==> src/rtl/ram_arbiter_rr.sv <==
// Round-robin interconnect from NUM_PORTS burst requesters onto one RAM controller port.
// Write and read paths arbitrate independently; a grant spans address handshake to last beat.
module ram_arbiter_rr #(
    parameter int unsigned NUM_PORTS = 4,
    parameter int unsigned AWIDTH    = 32,
    parameter int unsigned DWIDTH    = 32,
    parameter int unsigned LWIDTH    = 8
) (
    input  logic                        clk,
    input  logic                        rst,
    // requester side, write
    input  logic [NUM_PORTS*AWIDTH-1:0] s_awaddr,
    input  logic [NUM_PORTS*LWIDTH-1:0] s_awlen,
    input  logic [NUM_PORTS-1:0]        s_awvalid,
    output logic [NUM_PORTS-1:0]        s_awready,
    input  logic [NUM_PORTS*DWIDTH-1:0] s_wdata,
    output logic [NUM_PORTS-1:0]        s_wvalid,
    output logic [NUM_PORTS-1:0]        s_wlast,
    input  logic [NUM_PORTS-1:0]        s_wready,
    // requester side, read
    input  logic [NUM_PORTS*AWIDTH-1:0] s_araddr,
    input  logic [NUM_PORTS*LWIDTH-1:0] s_arlen,
    input  logic [NUM_PORTS-1:0]        s_arvalid,
    output logic [NUM_PORTS-1:0]        s_arready,
    output logic [NUM_PORTS*DWIDTH-1:0] s_rdata,
    output logic [NUM_PORTS-1:0]        s_rvalid,
    output logic [NUM_PORTS-1:0]        s_rlast,
    input  logic [NUM_PORTS-1:0]        s_rready,
    // RAM controller side
    output logic [AWIDTH-1:0]           m_awaddr,
    output logic [LWIDTH-1:0]           m_awlen,
    output logic                        m_awvalid,
    input  logic                        m_awready,
    output logic [DWIDTH-1:0]           m_wdata,
    input  logic                        m_wvalid,
    input  logic                        m_wlast,
    output logic                        m_wready,
    output logic [AWIDTH-1:0]           m_araddr,
    output logic [LWIDTH-1:0]           m_arlen,
    output logic                        m_arvalid,
    input  logic                        m_arready,
    input  logic [DWIDTH-1:0]           m_rdata,
    input  logic                        m_rvalid,
    input  logic                        m_rlast,
    output logic                        m_rready,
    output logic [NUM_PORTS-1:0]        wgrant,
    output logic [NUM_PORTS-1:0]        rgrant
);
    localparam int unsigned PW = $clog2(NUM_PORTS);

    localparam logic [1:0] StIdle = 2'd0;
    localparam logic [1:0] StAddr = 2'd1;
    localparam logic [1:0] StData = 2'd2;

    localparam logic [LWIDTH:0] CntOne = (LWIDTH+1)'(1);

    // First requester at or after ptr, wrapping; lowest offset wins.
    function automatic logic [PW-1:0] rr_pick(input logic [NUM_PORTS-1:0] req,
                                              input logic [PW-1:0] ptr);
        logic [PW-1:0] pick;
        int unsigned   idx;
        pick = '0;
        for (int k = NUM_PORTS - 1; k >= 0; k--) begin
            idx = (32'(ptr) + 32'(k)) % NUM_PORTS;
            if (req[idx]) pick = PW'(idx);
        end
        return pick;
    endfunction

    function automatic logic [PW-1:0] next_ptr(input logic [PW-1:0] g);
        return (g == PW'(NUM_PORTS - 1)) ? '0 : g + 1'b1;
    endfunction

    logic [1:0]      wst_q, rst_q;
    logic [PW-1:0]   wg_q, rg_q, wptr_q, rptr_q;
    logic [LWIDTH:0] wcnt_q, rcnt_q;
    logic            werr_q, rerr_q;
    logic            w_beat, r_beat;

    assign w_beat = m_wvalid && m_wready;
    assign r_beat = m_rvalid && m_rready;

    always_ff @(posedge clk) begin
        if (rst) begin
            wst_q  <= StIdle;
            wg_q   <= '0;
            wptr_q <= '0;
            wcnt_q <= '0;
            werr_q <= 1'b0;
        end else begin
            case (wst_q)
                StIdle: if (|s_awvalid) begin
                    wg_q  <= rr_pick(s_awvalid, wptr_q);
                    wst_q <= StAddr;
                end
                StAddr: if (m_awvalid && m_awready) begin
                    wcnt_q <= {1'b0, m_awlen} + 1'b1;
                    wst_q  <= StData;
                end
                StData: if (w_beat) begin
                    wcnt_q <= wcnt_q - 1'b1;
                    if (m_wlast) begin
                        wst_q  <= StIdle;
                        wptr_q <= next_ptr(wg_q);
                    end
                end
                default: wst_q <= StIdle;
            endcase
            // Length/last disagreement is recorded but never alters the grant.
            if (w_beat && ((m_wlast != (wcnt_q == CntOne)) || (wcnt_q == '0))) werr_q <= 1'b1;
        end
    end

    always_ff @(posedge clk) begin
        if (rst) begin
            rst_q  <= StIdle;
            rg_q   <= '0;
            rptr_q <= '0;
            rcnt_q <= '0;
            rerr_q <= 1'b0;
        end else begin
            case (rst_q)
                StIdle: if (|s_arvalid) begin
                    rg_q  <= rr_pick(s_arvalid, rptr_q);
                    rst_q <= StAddr;
                end
                StAddr: if (m_arvalid && m_arready) begin
                    rcnt_q <= {1'b0, m_arlen} + 1'b1;
                    rst_q  <= StData;
                end
                StData: if (r_beat) begin
                    rcnt_q <= rcnt_q - 1'b1;
                    if (m_rlast) begin
                        rst_q  <= StIdle;
                        rptr_q <= next_ptr(rg_q);
                    end
                end
                default: rst_q <= StIdle;
            endcase
            if (r_beat && ((m_rlast != (rcnt_q == CntOne)) || (rcnt_q == '0))) rerr_q <= 1'b1;
        end
    end

    always_comb begin
        m_awaddr  = '0;
        m_awlen   = '0;
        m_awvalid = 1'b0;
        s_awready = '0;
        m_wdata   = '0;
        m_wready  = 1'b0;
        s_wvalid  = '0;
        s_wlast   = '0;
        wgrant    = '0;
        if (wst_q != StIdle) wgrant[wg_q] = 1'b1;
        if (wst_q == StAddr) begin
            m_awaddr        = s_awaddr[int'(wg_q)*AWIDTH +: AWIDTH];
            m_awlen         = s_awlen[int'(wg_q)*LWIDTH +: LWIDTH];
            m_awvalid       = s_awvalid[wg_q];
            s_awready[wg_q] = m_awready;
        end
        if (wst_q == StData) begin
            m_wdata        = s_wdata[int'(wg_q)*DWIDTH +: DWIDTH];
            m_wready       = s_wready[wg_q];
            s_wvalid[wg_q] = m_wvalid;
            s_wlast[wg_q]  = m_wlast;
        end
    end

    always_comb begin
        m_araddr  = '0;
        m_arlen   = '0;
        m_arvalid = 1'b0;
        s_arready = '0;
        s_rdata   = '0;
        s_rvalid  = '0;
        s_rlast   = '0;
        m_rready  = 1'b0;
        rgrant    = '0;
        if (rst_q != StIdle) rgrant[rg_q] = 1'b1;
        if (rst_q == StAddr) begin
            m_araddr        = s_araddr[int'(rg_q)*AWIDTH +: AWIDTH];
            m_arlen         = s_arlen[int'(rg_q)*LWIDTH +: LWIDTH];
            m_arvalid       = s_arvalid[rg_q];
            s_arready[rg_q] = m_arready;
        end
        if (rst_q == StData) begin
            s_rdata[int'(rg_q)*DWIDTH +: DWIDTH] = m_rdata;
            s_rvalid[rg_q] = m_rvalid;
            s_rlast[rg_q]  = m_rlast;
            m_rready       = s_rready[rg_q];
        end
    end

endmodule

==> config.mk <==
export PLATFORM = sky130hd
export DESIGN_NAME = ram_arbiter_rr
export DESIGN_NICKNAME = d
export VERILOG_FILES = /design/src/rtl/ram_arbiter_rr.sv
export SDC_FILE = /design/constraint.sdc
export NUM_CORES = 1
export LEC_CHECK = 0
export CAP_MARGIN = 25
export CORE_AREA = 2 2 302 304
export CTS_CLUSTER_SIZE = 16
export DETAILED_ROUTE_END_ITERATION = 10
export DIE_AREA = 0 0 304 306
export GPL_TIMING_DRIVEN = 0
export PLACE_DENSITY = 0.3
export RECOVER_POWER = 25
export SETUP_SLACK_MARGIN = 0.5
export SLEW_MARGIN = 20
export SYNTH_ARGS = -nofsm -noshare
export SYNTH_HDL_FRONTEND = slang
export SYNTH_SLANG_ARGS = --single-unit
==> constraint.sdc <==
create_clock -name clk -period 3.3 [get_ports clk]
set_input_delay 0.99 -clock clk [delete_from_list [all_inputs] [get_ports clk]]
set_output_delay 0.99 -clock clk [all_outputs]
set_load 0.05 [all_outputs]
==> reports/summary.md, run 1 <==
### Outcome
• status: completed

### STA
• count of endpoints failing hold in the final timing report: 0
• post-route setup slack: 0.0346 ns
• Final Max Slew Viols: 0
• final setup skew: 0.000576 ns
• Setup violations, final: 0
• Relative slew margins: 37.2%
• final hold slack: 0.485 ns
• Tcrit/Tclk final: 99.0%
• measured slew at the worst slew-check pin: 0.930 ns
• Fmax achieved: 306 MHz
• RSZ-0062 raised after global routing: true
• clock period minus worst slack: 3.27 ns

### Cells and area
• fraction of layout cells with a size suffix above 1: 56.0%
• final-stage net count: 1916
• area of the multi-input gates: 5420 um2
• layout filler cell count: 9947
• post-route cell area: 16900 um2
• leading cell type in the layout, fill and taps excluded: sky130_fd_sc_hd__clkdlybuf4s50_1
• flip-flop and latch area: 250 um2
• post-synthesis to final-layout area growth: 215%
• fin util: 18.9%
• commonest non-fill, non-tap cells in the layout: sky130_fd_sc_hd__clkdlybuf4s50_1 (287), sky130_fd_sc_hd__and2_4 (143), sky130_fd_sc_hd__dlymetal6s2s_1 (122)

### Global routing
• pin count of the biggest net entering global routing: 11
• total congestion overflow: 0
• Total GRT Usage: 10.8%
• number of global-route vias before repair: 9171
• first-pass GRT wire length: 71.9 mm
• initial antenna violation count: 15

### Pwr
• total power: 2750 uW
• Power per Cell Area: 162 nW/um2
• internal power: 1550 uW
• leakage power of the design: 0.00768 uW
• Switch Pwr: 1200 uW
• clock power share: 8.1%
• Comb power frac: 86.0%
• switching part of the total: 43.7%
• Max rail drop VDD: 0.123 mV
• power share of the sequential group: 5.9%

### Detailed routing
• routed wire length on met2: 29.3 mm
• Post-Route WL: 54.2 mm
• Routed met3 length: 4.54 mm
• number of nets still failing antenna checks after routing: 0
• DRC violation count after routing: 0
• met1 wire length: 19.9 mm
• via/cell ratio: 3.22
• routed vias: 8329
• per-cell routed wire length: 21.0 um
• Initial DRC Count: 312
• First-pass DRT Iterations: 4
• Top Layer Used: met5

### Hold path
• hold path startpoint: wptr_q[0]$_SDFFE_PP0P_
• class of the tightest hold or removal check: reg2reg
• number of stages on the worst hold path: 2
• end point of the most critical hold path: wptr_q[0]$_SDFFE_PP0P_

### Critical path
• CP Capture Type: primary output
• r2r startpoint: rg_q[0]$_SDFFE_PP0P_
• highest net fanout along the worst path: 1
• Setup crit start kind: input pin
• type of the worst setup path: in2out
• reg2reg setup slack: 1.31 ns
• reg-to-reg critical path endpoint: rptr_q[0]$_SDFFE_PP0P_
• critical path arrival: 2.28 ns
• R2R cell count: 9
• required time of the worst setup path: 2.31 ns

### Clock tree
• Longest Clk Path Bufs: 2
• clock tree from TritonCTS: done
• count of hold-fix buffers inserted at cts: 0
• clock slew seen by the registers of the worst setup and hold paths: 0.04 ns
• H-tree depth: 1
• CTS Sinks: 12
• clock latency reported for the late side of the worst-skew pair: 0.24 ns
• number of buffers created by CTS: 3
• buffer cell driving the clock tree root: sky130_fd_sc_hd__clkbuf_16

### Floorplanning
• core outline area: 89600 um2
• Die H: 306 um
• number of core rows: 110
• Top-Level Pins: 780
• Starting Density: 6.00%
• die area: 93000 um2
• die width: 304 um

### Placement
• Placement Cell Area: 15000 um2
• Placer Congestion: 0.798
• worst setup slack before clock tree synthesis: -1.09 ns
• number of port buffers: 779
• post-DP HPWL: 46.7 mm

### Synthesis
• number of enable flip-flop cells after synthesis: 0
• register area share after synthesis: 4.47%
• Net Count, Synth: 1062
• post-synthesis area per instance: 9.79 um2
• cell count after synthesis: 549
• number of warnings reported in the yosys synthesis log: 0
• flip-flop and latch count after synthesis: 12
• Netlist cell types: 43
• synthesized area: 5380 um2
• commonest register cell after synthesis: sky130_fd_sc_hd__dfxtp_1
• async set-or-reset flop fraction in the synthesized netlist: 0%

### Flow run
• number of maximum-capacitance violations: 0

flip-flops by register name, indices dropped and copies added, names as in the netlist:
signal and cells:
wptr_q 2, wst_q 2, wg_q 2, rg_q 2, rptr_q 2, rst_q 2
worst max-delay path, cell delays in order:
cell	delay (ns)
sky130_fd_sc_hd__clkdlybuf4s50_1	0.42
sky130_fd_sc_hd__mux4_2	0.47
sky130_fd_sc_hd__and2_1	0.20
sky130_fd_sc_hd__buf_4	0.19
cells by family after synthesis:
family                   after synthesis  synth area share [%]
AND/OR/NAND/NOR                      322                  35.8
buffers and inverters                 62                  5.38
AO/OA/AOI/OAI                         25                  3.10
adder cells (fa/ha/maj)                9                  2.10
multiplexers                         119                  49.2
flip-flops                            12                  4.47
Yosys cell counts (2+ instances only):
cell | count | area share (%)
sky130_fd_sc_hd__o21ai_0 | 2 | 0.19
sky130_fd_sc_hd__mux4_2 | 116 | 49
sky130_fd_sc_hd__buf_2 | 12 | 1.1
sky130_fd_sc_hd__and2_1 | 219 | 25
sky130_fd_sc_hd__buf_6 | 5 | 1.0
sky130_fd_sc_hd__dfxtp_1 | 12 | 4.5
sky130_fd_sc_hd__nand4_2 | 2 | 0.47
sky130_fd_sc_hd__inv_1 | 11 | 0.77
sky130_fd_sc_hd__nor2_1 | 33 | 2.3
sky130_fd_sc_hd__nand2_1 | 14 | 0.98
sky130_fd_sc_hd__buf_1 | 3 | 0.21
sky130_fd_sc_hd__mux2i_1 | 3 | 0.56
sky130_fd_sc_hd__a21oi_1 | 10 | 0.93
sky130_fd_sc_hd__nor2_2 | 3 | 0.35
sky130_fd_sc_hd__ha_1 | 9 | 2.1
sky130_fd_sc_hd__nand2b_1 | 4 | 0.47
sky130_fd_sc_hd__a32oi_1 | 2 | 0.33
sky130_fd_sc_hd__clkbuf_1 | 30 | 2.1
sky130_fd_sc_hd__nor2b_1 | 11 | 1.3
sky130_fd_sc_hd__or3_1 | 2 | 0.23
sky130_fd_sc_hd__and3_1 | 24 | 2.8
power groups by stage:
stage               Combinational, uW  Clock, uW  Sequential, uW
finish                           2370        223             163
CTS                              2200        236             164
detailed placement               2200          0             166
floorplan                        1060          0             162
global route                     2510        245             164
global placement                 2200          0             166
per-layer routing:
layer  track usage [%]  vias to the layer above
li1                  -                     3762
met1              11.7                     4082
met2              20.9                      459
met3              3.57                       18
met4             0.683                        8
met5                 0                        -
layout make-up:
type | count | share of cell area (%)
timing repair buffer | 849 | 53.3
clock buffer | 3 | 0.443
multi-input combinational | 475 | 32.0
sequential | 12 | 1.48
inverter | 11 | 0.296
antenna | 6 | 0.0887
buffer | 51 | 3.71
tap | 1176 | 8.69
timing repair:
item | 4_1_cts | 5_1_grt
setup endpoints to repair | 276 | 276
hold endpoints to repair | 0 | 0
gates cloned | 5 | 10
resized for setup | 1582 | 785
pin swaps | 9 | 8
buffers inserted | 32 | 23
worst max path at each step:
stage,from,endpoint,slack (ns),cells past startpoint
after floorplan,rg_q[1]$_SDFFE_PP0P_,s_rdata[72],0.39,8
after global placement,rg_q[0]$_SDFFE_PP0P_,s_rdata[94],-1.07,8
after detailed placement,rg_q[1]$_SDFFE_PP0P_,s_rdata[9],-1.09,10
after CTS,s_wdata[12],m_wdata[12],0.02,4
after global routing,rg_q[0]$_SDFFE_PP0P_,s_rdata[74],0.01,9
final,s_arlen[18],m_arlen[2],0.03,4
per-stage QoR:
step,std cells,setup TNS (ns)
after floorplan,549,0
after global placement,2504,-167.48
after detailed placement,2504,-173.58
after CTS,2544,0
after global routing,2579,0
final,2583,0
Power figures use the tool's default switching activity.
==> run 2: changes to the inputs <==
--- a/config.mk
+++ b/config.mk
@@ -11,6 +11,7 @@
 export DETAILED_ROUTE_END_ITERATION = 10
 export DIE_AREA = 0 0 304 306
 export GPL_TIMING_DRIVEN = 0
+export MAX_ROUTING_LAYER = met4
 export PLACE_DENSITY = 0.3
 export RECOVER_POWER = 25
 export SETUP_SLACK_MARGIN = 0.5
==> run 2 against run 1 <==
Net effect: first-iteration DRC count is 4.2% lower; critical endpoint unchanged; routed wire length is essentially flat; power down 1.8%.
==> reports/summary.md, run 2 (same netlist as run 1, synthesis figures left out) <==
### STA
• Final Max Slew Viols: 0, unchanged
• Total Neg Setup Slack: 0 ns, unchanged
• measured slew at the worst slew-check pin: 0.926 ns, -0.00409 ns
• Fmax achieved: 307 MHz, +0.26%
• final setup skew: 0.000579 ns, +0.00000233 ns
• final hold slack: 0.495 ns, +0.0100 ns
• Setup violations, final: 0, unchanged
• count of endpoints failing hold in the final timing report: 0, unchanged
• post-route setup slack: 0.0431 ns, +0.00850 ns
• Relative slew margins: 37.5%, +0.28 points
• clock period minus worst slack: 3.26 ns, -0.00850 ns
• RSZ-0062 raised after global routing: true
• Tcrit/Tclk final: 98.7%, -0.26 points

### Floorplanning
• Die H: 306 um, unchanged
• die area: 93000 um2, unchanged
• number of core rows: 110, unchanged
• Starting Density: 6.00%, unchanged
• die width: 304 um, unchanged
• core outline area: 89600 um2, unchanged
• Top-Level Pins: 780, unchanged

### Pwr
• leakage power of the design: 0.00767 uW, -0.20%
• Power per Cell Area: 161 nW/um2, -0.89%
• Max rail drop VDD: 0.123 mV, about the same

### Cells and area
• layout filler cell count: 9957, +0.10%
• leading cell type in the layout, fill and taps excluded: sky130_fd_sc_hd__clkdlybuf4s50_1
• final-stage net count: 1916, unchanged
• area of the multi-input gates: 5360 um2, -1.1%
• flip-flop and latch area: 250 um2, unchanged
• fraction of layout cells with a size suffix above 1: 53.7%, -2.3 points
• commonest non-fill, non-tap cells in the layout: sky130_fd_sc_hd__clkdlybuf4s50_1 (282), sky130_fd_sc_hd__dlymetal6s2s_1 (131), sky130_fd_sc_hd__and2_4 (120)
• fin util: 18.7%, -0.17 points
• post-synthesis to final-layout area growth: 212%

### Placement
• number of port buffers: 779, unchanged
• worst setup slack before clock tree synthesis: -1.09 ns, unchanged
• Placer Congestion: 0.809, +1.4%
• post-DP HPWL: 46.7 mm, unchanged

### Detailed routing
• First-pass DRT Iterations: 4, unchanged
• via/cell ratio: 3.22, about the same
• routed vias: 8335, +0.072%
• Post-Route WL: 54.2 mm, about the same
• DRC violation count after routing: 0, unchanged
• number of nets still failing antenna checks after routing: 0, unchanged
• Initial DRC Count: 299, -4.2%
• per-cell routed wire length: 20.9 um, -0.12%

### Clock tree
• buffer cell driving the clock tree root: sky130_fd_sc_hd__clkbuf_16
• clock tree from TritonCTS: done
• number of buffers created by CTS: 3, unchanged
• count of hold-fix buffers inserted at cts: 0, unchanged
• H-tree depth: 1, unchanged
• Longest Clk Path Bufs: 2, unchanged
• CTS Sinks: 12, unchanged
• clock latency reported for the late side of the worst-skew pair: 0.24 ns, about the same
• clock slew seen by the registers of the worst setup and hold paths: 0.04 ns, about the same

### Global routing
• pin count of the biggest net entering global routing: 11, unchanged
• total congestion overflow: 0, unchanged
• Total GRT Usage: 11.1%, +0.31 points
• first-pass GRT wire length: 71.6 mm, -0.31%
• initial antenna violation count: 14, -1
• number of global-route vias before repair: 9208, +0.40%

### Flow run
• number of maximum-capacitance violations: 0, unchanged

### Critical path
• highest net fanout along the worst path: 1, unchanged
• type of the worst setup path: in2out
• CP Capture Type: primary output
• critical path arrival: 2.27 ns, about the same
• Setup crit start kind: input pin
• required time of the worst setup path: 2.31 ns, about the same

### Hold path
• class of the tightest hold or removal check: reg2reg

### Outcome
• status: completed

run 2: cell count changes in the layout (fill, tap and decap cells not counted), moves of 5 or more:
cell and change:
sky130_fd_sc_hd__and2_0 +19, sky130_fd_sc_hd__dlymetal6s2s_1 +9, sky130_fd_sc_hd__clkdlybuf4s50_1 -5, sky130_fd_sc_hd__buf_12 -6
sky130_fd_sc_hd__and2_4 -23
run 2: layer usage:
metal / share of wire, % / vias to the layer above / wire length [um] / global-route usage, %
li1: - / 3767 / - / -
met1: 37 / 4110 / 20100 / 11.7
met4: 0.86 / 0 / 465 / 0.740
met2: 54 / 444 / 29300 / 20.9
met3: 7.9 / 14 / 4300 / 3.50
met5: 0 / - / 0 / -
run 2: layout make-up:
| cell class | count | area share (%) |
|---|---|---|
| repair buffers | 849 | 53.4 |
| clock buffers | 3 | 0.447 |
| well taps | 1176 | 8.77 |
| plain buffers | 51 | 3.50 |
| flip-flops and latches | 12 | 1.49 |
| multi-input cells | 475 | 31.9 |
| diodes | 9 | 0.134 |
| inverters | 11 | 0.298 |
run 2: path summary, 6_finish.rpt:
path	slack [ns]	start	end	cells past startpoint
setup / recovery	0.04	s_arlen[18]	m_arlen[2]	4
hold / removal	0.50	wptr_q[0]$_SDFFE_PP0P_	wptr_q[0]$_SDFFE_PP0P_	2
setup reg to reg	1.01	wg_q[0]$_SDFFE_PP0P_	wptr_q[1]$_SDFFE_PP0P_	8
hold reg to reg	0.50	wptr_q[0]$_SDFFE_PP0P_	wptr_q[0]$_SDFFE_PP0P_	2
run 2: critical path: stages:
cell and delay (ns):
sky130_fd_sc_hd__clkdlybuf4s50_1 0.41, sky130_fd_sc_hd__mux4_2 0.47, sky130_fd_sc_hd__and2_1 0.20, sky130_fd_sc_hd__buf_4 0.19
run 2: where the power goes:
group          internal, uW  leakage, uW  total [uW]  switching [uW]
registers               153     0.000100         162            8.73
logic                  1190      0.00753        2320            1120
clock network           158    0.0000370         223            64.9
total                  1510      0.00767        2700            1200
run 2: timing repair:
item | CTS | global route
resized for setup | 1582 | 782
buffers inserted | 32 | 23
pin swaps | 9 | 10
endpoints found under the setup margin | 276 | 276
cloned | 5 | 10
run 2: through the flow:
stage               cell area, um2  total power (uW)  cells
floorplan                     5740              1230    549
global placement             15000              2370   2504
detailed placement           15000              2370   2504
CTS                          15400              2600   2544
global route                 16800              2860   2584
finish                       16800              2700   2586
==> run 3: changes to the inputs <==
--- a/config.mk
+++ b/config.mk
@@ -11,7 +11,6 @@
 export DETAILED_ROUTE_END_ITERATION = 10
 export DIE_AREA = 0 0 304 306
 export GPL_TIMING_DRIVEN = 0
-export MAX_ROUTING_LAYER = met4
 export PLACE_DENSITY = 0.3
 export RECOVER_POWER = 25
 export SETUP_SLACK_MARGIN = 0.5
==> results of run 3 <==
Same layout as run 1: the final DEF is identical, and so are final timing and power.
